<file path="src/rtl/signed_seq_divider_pkg.sv">
// Shared arithmetic definitions for the sequential divider and the Booth multiplier.
// Holds the FSM encoding, the counter-width rule and a conditional-negate helper.
package signed_seq_divider_pkg;

  typedef enum logic [1:0] {StIdle, StCalc, StAdj, StDone} state_e;

  // Helper datapath width; operand widths must stay below this.
  localparam int unsigned MathWidth = 32;

  // Iteration counter is wide enough to hold the operand width itself.
  function automatic int unsigned cnt_width(input int unsigned n);
    return $clog2(n) + 1;
  endfunction

  localparam int unsigned DefCntWidth = cnt_width(16);

  // Two's-complement negate when neg is set; absolute value when neg is the sign bit.
  function automatic logic [MathWidth-1:0] cond_neg(input logic [MathWidth-1:0] v,
                                                    input logic neg);
    return neg ? (~v + MathWidth'(1)) : v;
  endfunction

endpackage

</file>
<file path="src/rtl/signed_seq_divider_if.sv">
// Request/response bundle for the sequential divider (start_sig/done_sig handshake).
interface signed_seq_divider_if #(
  parameter int unsigned N_WIDTH = 16,
  parameter int unsigned D_WIDTH = 8
) ();

  logic               start_sig;
  logic [N_WIDTH-1:0] dividend;
  logic [D_WIDTH-1:0] divisor;
  logic               busy;
  logic               done_sig;
  logic [N_WIDTH-1:0] quotient;
  logic [D_WIDTH-1:0] remainder;
  logic               div_zero;
  logic               overflow;

  modport master (
    output start_sig, dividend, divisor,
    input  busy, done_sig, quotient, remainder, div_zero, overflow
  );

  modport slave (
    input  start_sig, dividend, divisor,
    output busy, done_sig, quotient, remainder, div_zero, overflow
  );

endinterface

</file>
<file path="src/rtl/signed_seq_divider_div_core_step.sv">
// One restoring-division iteration on magnitudes: shift in a dividend bit, trial-subtract
// the divisor and keep the difference only when it did not borrow.
module signed_seq_divider_div_core_step #(
  parameter int unsigned D_WIDTH = 8
) (
  input  logic [D_WIDTH:0]   prem_i,
  input  logic               dvd_bit_i,
  input  logic [D_WIDTH-1:0] dvs_i,
  output logic [D_WIDTH:0]   prem_o,
  output logic               q_bit_o
);

  logic [D_WIDTH:0] shifted;
  logic [D_WIDTH:0] trial;
  logic             unused_prem_msb;

  // The partial remainder stays below the divisor, so its top bit is always zero.
  assign unused_prem_msb = prem_i[D_WIDTH];

  always_comb begin
    shifted = {prem_i[D_WIDTH-1:0], dvd_bit_i};
    trial   = shifted - {1'b0, dvs_i};
    q_bit_o = ~trial[D_WIDTH];
    prem_o  = q_bit_o ? trial : shifted;
  end

endmodule

</file>
<file path="src/rtl/signed_seq_divider.sv">
// Signed 16/8 sequential divider: magnitudes divided one bit per cycle, signs and the
// divide-by-zero / overflow corner cases resolved in a single adjust cycle.
module signed_seq_divider
  import signed_seq_divider_pkg::*;
#(
  parameter int unsigned N_WIDTH = 16,
  parameter int unsigned D_WIDTH = 8
) (
  input  logic                clk,
  input  logic                rst,
  signed_seq_divider_if.slave div_io
);

  localparam int unsigned CntW = cnt_width(N_WIDTH);

  state_e             state_q, state_d;
  logic [CntW-1:0]    cnt_q, cnt_d;
  logic [N_WIDTH-1:0] dvd_q, dvd_d;
  logic [D_WIDTH-1:0] dvs_q, dvs_d;
  logic [D_WIDTH:0]   prem_q, prem_d;
  logic [D_WIDTH-1:0] dvd_lo_q, dvd_lo_d;
  logic               sign_n_q, sign_n_d;
  logic               sign_d_q, sign_d_d;
  logic               dz_q, dz_d;
  logic               ov_q, ov_d;

  logic [N_WIDTH-1:0] quotient_q, quotient_d;
  logic [D_WIDTH-1:0] remainder_q, remainder_d;
  logic               done_q, done_d;
  logic               div_zero_q, div_zero_d;
  logic               overflow_q, overflow_d;

  logic [D_WIDTH:0]   step_prem;
  logic               step_q_bit;

  logic [MathWidth-1:0] dvd_abs_w, dvs_abs_w, quo_w, rem_w;
  logic                 unused_hi_bits;
  logic                 is_min_n, is_neg_one_d, is_zero_d;

  assign dvd_abs_w = cond_neg(MathWidth'(div_io.dividend), div_io.dividend[N_WIDTH-1]);
  assign dvs_abs_w = cond_neg(MathWidth'(div_io.divisor), div_io.divisor[D_WIDTH-1]);
  assign quo_w     = cond_neg(MathWidth'(dvd_q), sign_n_q ^ sign_d_q);
  assign rem_w     = cond_neg(MathWidth'(prem_q[D_WIDTH-1:0]), sign_n_q);

  assign unused_hi_bits = ^{dvd_abs_w[MathWidth-1:N_WIDTH], dvs_abs_w[MathWidth-1:D_WIDTH],
                            quo_w[MathWidth-1:N_WIDTH], rem_w[MathWidth-1:D_WIDTH]};

  assign is_min_n     = (div_io.dividend == {1'b1, {(N_WIDTH-1){1'b0}}});
  assign is_neg_one_d = &div_io.divisor;
  assign is_zero_d    = ~|div_io.divisor;

  signed_seq_divider_div_core_step #(
    .D_WIDTH (D_WIDTH)
  ) u_step (
    .prem_i    (prem_q),
    .dvd_bit_i (dvd_q[N_WIDTH-1]),
    .dvs_i     (dvs_q),
    .prem_o    (step_prem),
    .q_bit_o   (step_q_bit)
  );

  always_comb begin
    state_d     = state_q;
    cnt_d       = cnt_q;
    dvd_d       = dvd_q;
    dvs_d       = dvs_q;
    prem_d      = prem_q;
    dvd_lo_d    = dvd_lo_q;
    sign_n_d    = sign_n_q;
    sign_d_d    = sign_d_q;
    dz_d        = dz_q;
    ov_d        = ov_q;
    quotient_d  = quotient_q;
    remainder_d = remainder_q;
    div_zero_d  = div_zero_q;
    overflow_d  = overflow_q;
    done_d      = 1'b0;

    unique case (state_q)
      StIdle: begin
        if (div_io.start_sig) begin
          sign_n_d = div_io.dividend[N_WIDTH-1];
          sign_d_d = div_io.divisor[D_WIDTH-1];
          dvd_d    = dvd_abs_w[N_WIDTH-1:0];
          dvs_d    = dvs_abs_w[D_WIDTH-1:0];
          dvd_lo_d = div_io.dividend[D_WIDTH-1:0];
          dz_d     = is_zero_d;
          ov_d     = is_min_n & is_neg_one_d;
          prem_d   = '0;
          cnt_d    = '0;
          state_d  = StCalc;
        end
      end
      StCalc: begin
        // The dividend register doubles as the quotient shift register.
        dvd_d  = {dvd_q[N_WIDTH-2:0], step_q_bit};
        prem_d = step_prem;
        cnt_d  = cnt_q + CntW'(1);
        if (cnt_q == CntW'(N_WIDTH - 1)) begin
          state_d = StAdj;
        end
      end
      StAdj: begin
        done_d  = 1'b1;
        state_d = StDone;
        if (dz_q) begin
          quotient_d  = '1;
          remainder_d = dvd_lo_q;
          div_zero_d  = 1'b1;
          overflow_d  = 1'b0;
        end else if (ov_q) begin
          quotient_d  = {1'b1, {(N_WIDTH-1){1'b0}}};
          remainder_d = '0;
          div_zero_d  = 1'b0;
          overflow_d  = 1'b1;
        end else begin
          quotient_d  = quo_w[N_WIDTH-1:0];
          remainder_d = rem_w[D_WIDTH-1:0];
          div_zero_d  = 1'b0;
          overflow_d  = 1'b0;
        end
      end
      StDone: begin
        state_d = StIdle;
      end
      default: begin
        state_d = StIdle;
      end
    endcase
  end

  always_ff @(posedge clk or negedge rst) begin
    if (!rst) begin
      state_q     <= StIdle;
      cnt_q       <= '0;
      dvd_q       <= '0;
      dvs_q       <= '0;
      prem_q      <= '0;
      dvd_lo_q    <= '0;
      sign_n_q    <= 1'b0;
      sign_d_q    <= 1'b0;
      dz_q        <= 1'b0;
      ov_q        <= 1'b0;
      quotient_q  <= '0;
      remainder_q <= '0;
      done_q      <= 1'b0;
      div_zero_q  <= 1'b0;
      overflow_q  <= 1'b0;
    end else begin
      state_q     <= state_d;
      cnt_q       <= cnt_d;
      dvd_q       <= dvd_d;
      dvs_q       <= dvs_d;
      prem_q      <= prem_d;
      dvd_lo_q    <= dvd_lo_d;
      sign_n_q    <= sign_n_d;
      sign_d_q    <= sign_d_d;
      dz_q        <= dz_d;
      ov_q        <= ov_d;
      quotient_q  <= quotient_d;
      remainder_q <= remainder_d;
      done_q      <= done_d;
      div_zero_q  <= div_zero_d;
      overflow_q  <= overflow_d;
    end
  end

  assign div_io.busy      = (state_q != StIdle);
  assign div_io.done_sig  = done_q;
  assign div_io.quotient  = quotient_q;
  assign div_io.remainder = remainder_q;
  assign div_io.div_zero  = div_zero_q;
  assign div_io.overflow  = overflow_q;

endmodule

</file>
<file path="src/flat_wrapper.sv">
// flat-port wrapper written by rule: the top's interface ports become plain ports
module signed_seq_divider_flat import signed_seq_divider_pkg::*;
#(
  parameter int unsigned N_WIDTH = 16,
  parameter int unsigned D_WIDTH = 8
)
  (clk, rst, div_io_start_sig, div_io_dividend, div_io_divisor, div_io_busy, div_io_done_sig, div_io_quotient, div_io_remainder, div_io_div_zero, div_io_overflow);
  signed_seq_divider_if #(.N_WIDTH(N_WIDTH), .D_WIDTH(D_WIDTH)) div_io_i ();
  input  logic clk;
  input  logic rst;
  input wire logic [$bits(div_io_i.start_sig)-1:0] div_io_start_sig;
  input wire logic [$bits(div_io_i.dividend)-1:0] div_io_dividend;
  input wire logic [$bits(div_io_i.divisor)-1:0] div_io_divisor;
  output wire logic [$bits(div_io_i.busy)-1:0] div_io_busy;
  output wire logic [$bits(div_io_i.done_sig)-1:0] div_io_done_sig;
  output wire logic [$bits(div_io_i.quotient)-1:0] div_io_quotient;
  output wire logic [$bits(div_io_i.remainder)-1:0] div_io_remainder;
  output wire logic [$bits(div_io_i.div_zero)-1:0] div_io_div_zero;
  output wire logic [$bits(div_io_i.overflow)-1:0] div_io_overflow;
  assign div_io_i.start_sig = div_io_start_sig;
  assign div_io_i.dividend = div_io_dividend;
  assign div_io_i.divisor = div_io_divisor;
  assign div_io_busy = div_io_i.busy;
  assign div_io_done_sig = div_io_i.done_sig;
  assign div_io_quotient = div_io_i.quotient;
  assign div_io_remainder = div_io_i.remainder;
  assign div_io_div_zero = div_io_i.div_zero;
  assign div_io_overflow = div_io_i.overflow;
  signed_seq_divider #(.N_WIDTH(N_WIDTH), .D_WIDTH(D_WIDTH)) u_core (.clk(clk), .rst(rst), .div_io(div_io_i));
endmodule
</file>
<file path="config.mk">
export PLATFORM = sky130hd
export DESIGN_NAME = signed_seq_divider_flat
export DESIGN_NICKNAME = d
export VERILOG_FILES = /design/src/rtl/signed_seq_divider_pkg.sv /design/src/rtl/signed_seq_divider_if.sv /design/src/rtl/signed_seq_divider_div_core_step.sv /design/src/rtl/signed_seq_divider.sv /design/src/flat_wrapper.sv
export SDC_FILE = /design/constraint.sdc
export NUM_CORES = 1
export LEC_CHECK = 0
export CAP_MARGIN = 20
export CORE_ASPECT_RATIO = 0.6
export CORE_MARGIN = 1
export CORE_UTILIZATION = 51
export DETAILED_ROUTE_END_ITERATION = 8
export GPL_TIMING_DRIVEN = 1
export PLACE_DENSITY_LB_ADDON = 0.1
export SKIP_LAST_GASP = 1
export SYNTH_ARGS = -nofsm -noshare
export SYNTH_HDL_FRONTEND = slang
export SYNTH_SLANG_ARGS = --single-unit
</file>
<file path="constraint.sdc">
create_clock -name clk -period 2.6 [get_ports clk]
set_input_delay 0.26 -clock clk [delete_from_list [all_inputs] [get_ports clk]]
set_output_delay 0.26 -clock clk [all_outputs]
set_load 0.05 [all_outputs]
</file>
* Word-level counts from Yosys, hierarchy flattened
Cells that the tools add are included. W data, S select, Z words.
Word-level totals: input bits 27, register bits 78
Operators by class: reductions and logical operators 9, $add $sub $neg 6, eq/ne operators 7, mux-type cells 22, bitwise logic cells 7
Operators with widths (number):
- $mux W16 | 5
- $mux W8 | 6
- $add A16 B1 Y16 const B | 2
- $not A16 Y16 | 2
- $pmux W16 S2 | 1
- $add A8 B1 Y8 const B | 2
- $eq A16 B16 Y1 const B | 1
- $not A8 Y8 | 2
- $pmux W8 S2 | 1
- $pmux W5 S2 | 1
- $sub A9 B8 Y9 | 1
- $pmux W2 S4 | 1
- $reduce_and A8 Y1 | 1
- $reduce_or A8 Y1 | 1
- $reduce_and A2 Y1 | 3
- $add A5 B1 Y5 const B | 1
- $eq A5 B4 Y1 const B | 1
- $mux W5 | 1
- $eq A2 B2 Y1 const B | 2
- $mux W1 | 4
- $mux W2 | 2
- $reduce_bool A2 Y1 | 2
- $eq A2 B1 Y1 const B | 1
- $logic_not A2 Y1 | 1
- 6 further kinds | 6

* Depth between registers and ports, before layout
depth in word-level cells 5, depth in mapped cells 11, gate-level depth less buffers 10

* Modules after synthesis
From an unflattened synthesis, not the netlist that was laid out.
Unflattened totals: cells, all modules 510, area total of the unflattened synthesis 4665.7 µm²
Modules (own cells, without submodules):
- signed_seq_divider | times used 1, cells an instance 438, area an instance 4152.7 µm², sequential area each 1976.9 µm²
- signed_seq_divider_div_core_step | times used 1, cells an instance 72, area an instance 513.0 µm², sequential area each 0.0 µm²

* Worst setup path after synthesis
OpenSTA, ideal clock, no wires.
path type reg-to-reg, start register u_core.dvd_q[15], end register u_core.prem_q[1], required time 2.466 ns, setup slack 0.214 ns, arrival 2.253 ns, cell stages (with the launch flop) 12, buffers on the path 1, setup time 0.134 ns, cells stage by stage dfrtp_1 -> inv_1 -> ha_1 -> inv_1 -> fa_1 -> a21oi_1 -> o211ai_1 -> nand2_1 -> xor2_1 -> buf_1 -> mux2i_1 -> o21ai_0
Between the ends: longest elaborated chain between the ends 3
Ends and longest elaborated chain:
- from (decl) | RTL line signed_seq_divider.sv:18 | logic [N_WIDTH-1:0] dvd_q, dvd_d;
- from (signal assigned) | RTL line signed_seq_divider.sv:152 | dvd_q <= dvd_d;
- $sub A9 B8 Y9 | RTL line signed_seq_divider_div_core_step.sv:22 | trial = shifted - {1'b0, dvs_i};
- $mux W8 | RTL line signed_seq_divider_div_core_step.sv:24 | prem_o = q_bit_o ? trial : shifted;
- $pmux W8 S2 | RTL line signed_seq_divider.sv:79 | unique case (state_q)
- to (signal assigned) | RTL line signed_seq_divider.sv:154 | prem_q <= prem_d;
- to (decl) | RTL line signed_seq_divider.sv:20 | logic [D_WIDTH:0] prem_q, prem_d;
Every way passes these cells. A chain may end at the register's enable or synchronous reset.

* Worst setup path in the final report
start input port div_io_dividend[8], end register u_core.ov_q
Between the ends: longest elaborated chain between the ends 2
Ends and longest elaborated chain:
- from (decl) | RTL line flat_wrapper.sv:12 | input wire logic [$bits(div_io_i.dividend)-1:0] div_io_dividend;
- $eq A16 B16 Y1 | RTL line signed_seq_divider.sv:48 | assign is_min_n = (div_io.dividend == {1'b1, {(N_WIDTH-1){1'b0}}});
- $and A1 B1 Y1 | RTL line signed_seq_divider.sv:88 | ov_d = is_min_n & is_neg_one_d;
- to (signal assigned) | RTL line signed_seq_divider.sv:159 | ov_q <= ov_d;
- to (decl) | RTL line signed_seq_divider.sv:25 | logic ov_q, ov_d;
Every way passes these cells.

==> impl_metrics.ini <==
[drt]
vias = 3934
drtAntennaViolNets = 0
drc = 0
first_pass_iters = 5
via_per_inst = 5.73
wire_per_inst_um = 17.4
drt-initial-drc-count = 416
wirelength_um = 11900

[clock_network]
cts_tree = built
cts_inserted_buffers = 9
root_buffer = clkbuf_16
cts_buffer_depth = 2
clkTransAtPathRegs_ns = 0.06
cts_sinks = 78
clock_latency_ns = 0.34
htree_num_levels = 3

[finish]
fillers = 709
diodes = 0
drive_gt1_share_pct = 11.1
multiInputGateArea_sq_mm = 0.00241
final_nets = 617
syn2layout_area_growth_pct = 24.4
final_util_pct = 66.0
final_area_sq_mm = 0.00567
final-instance-count-excl-fill = 687
seqCellArea_sq_mm = 0.00195

[setup_path]
arrival_ns = 2.76
crit_path_end_kind = flip-flop
worstSetupPathType = in -> reg
start_kind = input pin
worstPathRequired_ns = 2.85
cp_max_fo = 3

[sta]
final.setup_skew_ns = 0.00548
min_period_over_period_pct = 96.8
hold_viol = 0
worstMarginPinSlew_ns = 0.913
fmaxAchievable_mhz = 397
rsz0062_at_grt = false
fin_ws_ns = 0.0826
finalSetupTns_ns = 0
setup_viol = 0
finalMaxSlewViolations = 0
period_minus_slack_ns = 2.52
relSlewSlack_pct = 39.1

[power_and_ir_drop]
ir_drop_v = 0.000959
power.share.clock_pct = 15.2
sw_frac_of_total_pct = 46.7
powerDensity_mw_per_mm2 = 1480
p_leak_nw = 2.48
power_frac_comb_pct = 57.9
cellInternalPower_w = 0.00447
p_seq_share_pct = 26.9
p_switching_w = 0.00391

[placed_design]
hpwlAfterDp_um = 8420
dp_slack_ns = -0.260
placed_cell_area_sq_mm = 0.00531
place.gp.congestion = 0.905
io_buffers = 54
place_inst = 668

[synthesis]
yosysUniqueCellTypes = 49
avgSynthCellArea_sq_um = 9.01
synth-edff-count = 0
ys_seq_elements = 78
syn_area_sq_mm = 0.00456
synth_fa_ha_area_share_pct = 5.38
yosys_warnings = 0
synthCells = 506
synth_flop_cell = dfrtp_1
synth_xor_area_share_pct = 9.03
async_flop_share_pct = 100
synth_compound_gate_area_share_pct = 19.0
synth_top_family_by_area = compound AO/OA/AOI/OAI gates
syn_nets = 552
synth-seq-area-share_pct = 42.8
yosys.area_share.simple_pct = 13.9
muxShareOfSynthArea_pct = 5.38

[floorplan]
die_w_um = 124
dieHeight_um = 75.2
start_util_pct = 53.1
die_area_sq_mm = 0.00933
coreArea_sq_mm = 0.00859
ioPinCount = 55
std_cell_rows = 26

[global_route]
grt_pass1_wl_um = 18500
grt_max_degree = 79
grt-ovfl-total = 0
grt_use_total_pct = 26.9
antenna_found_initial = 0
grt_pass1_vias = 3513

[run_status]
status = finished clean

[hold_path]
min_path_type = in -> async

[flow_run]
cap_violations = 0
power groups by stage:
stage / Combinational (W) / Sequential (W) / Clock, W
final: 0.00486 / 0.00225 / 0.00128
after global routing: 0.00526 / 0.00232 / 0.00135
after CTS: 0.00473 / 0.00223 / 0.00129
after detailed placement: 0.00468 / 0.00224 / 0
after global placement: 0.00458 / 0.00223 / 0
after floorplan: 0.00271 / 0.00277 / 0
cell type report:
cell class              instances  area share [%]
flip-flops and latches         78            34.4
clock buffers                  10            4.21
multi-input cells             373            42.5
repair buffers                 81            13.5
clock inverters                 5            1.06
well taps                     112            2.47
inverters                      28            1.85
timing repair:
action / in CTS / in global routing
resized for setup: 0 / 4
hold buffers: 0 / 1
buffers inserted: 0 / 2
setup endpoints to repair: 0 / 7
endpoints found under the hold margin: 0 / 5
cells by family after synthesis:
group,count (synthesis)
xor+xnor,47
mux,23
buf+inv,55
compound gates,144
flops,78
fa+ha+maj,19
simple gates,140
layer usage:
layer / part of all wire (%) / global-route usage [%] / vias up / routed length, um
li1: - / - / 1894 / -
met1: 53 / 44.2 / 1866 / 6350
met2: 39 / 35.1 / 163 / 4670
met3: 6.9 / 5.30 / 11 / 818
met4: 0.80 / 6.35 / 0 / 95
met5: 0 / 0 / - / 0
per-stage QoR:
step | hold WS, ns | total power (W)
after floorplan | -0.0356 | 0.00548
after global placement | 0.464 | 0.00681
after detailed placement | 0.471 | 0.00692
after CTS | 0.144 | 0.00826
after global routing | 0.286 | 0.00892
final | 0.276 | 0.00838
registers in the layout, summed over array words and instances (netlist names), 2 cells and up:
register and flops:
u_core.cnt_q 5, u_core.dvd_q 16, u_core.div_io.remainder 8, u_core.state_q 2, u_core.dvs_q 8, u_core.prem_q 8
u_core.div_io.quotient 16, u_core.dvd_lo_q 8
cell usage in the layout (no fill, tap or decap), drive strengths merged, types with 3 or more instances in the layout:
master and count:
nand2b 5, inv 27, or4 5, mux2i 11, xnor2 22, o31ai 11, o22ai 3, clkinvlp 4
xor2 25, dfrtp 78, a22oi 4, nor4 4, o41ai 5, clkbuf 10, nand2 59, nor2b 4
mux2 12, a31oi 4, ha 18, clkdlybuf4s50 53, nor2 41, buf 27, o21ai 49, nand3 5
a21oi 45, nor3 8, o22a 5
synthesized netlist by cell type (8+ instances only):
library cell	number	area [sq um]
dfrtp_1	78	1950
nand2_1	59	221
o21ai_0	48	240
a21oi_1	45	225
nor2_1	41	154
inv_1	26	97.6
xor2_1	25	219
clkbuf_1	24	90.1
xnor2_1	22	193
ha_1	18	225
mux2_2	12	135
mux2i_1	11	110
o31ai_1	11	82.6
nor3_1	8	40.0
worst max-delay path, cell delays in order:
cell and delay [ns]:
clkdlybuf4s50_1 0.42, or4_4 0.55, or4_4 0.44, or4b_4 0.54
or4_1 0.41, o21ai_1 0.13
final timing paths:
kind / start / end / slack (ns) / cells past startpoint
hold reg to reg: u_core.cnt_q[4] / u_core.cnt_q[4] / 0.48 / 2
min in group clk: u_core.cnt_q[4] / u_core.cnt_q[4] / 0.48 / 2
setup reg to reg: u_core.dvd_q[15] / u_core.dvd_q[0] / 0.16 / 12
hold / removal: rst / u_core.cnt_q[2] / 0.28 / 2
setup / recovery: div_io_dividend[8] / u_core.ov_q / 0.08 / 6
max in group asynchronous: rst / u_core.dz_q / 1.76 / 3
Power figures use the tool's default switching activity.
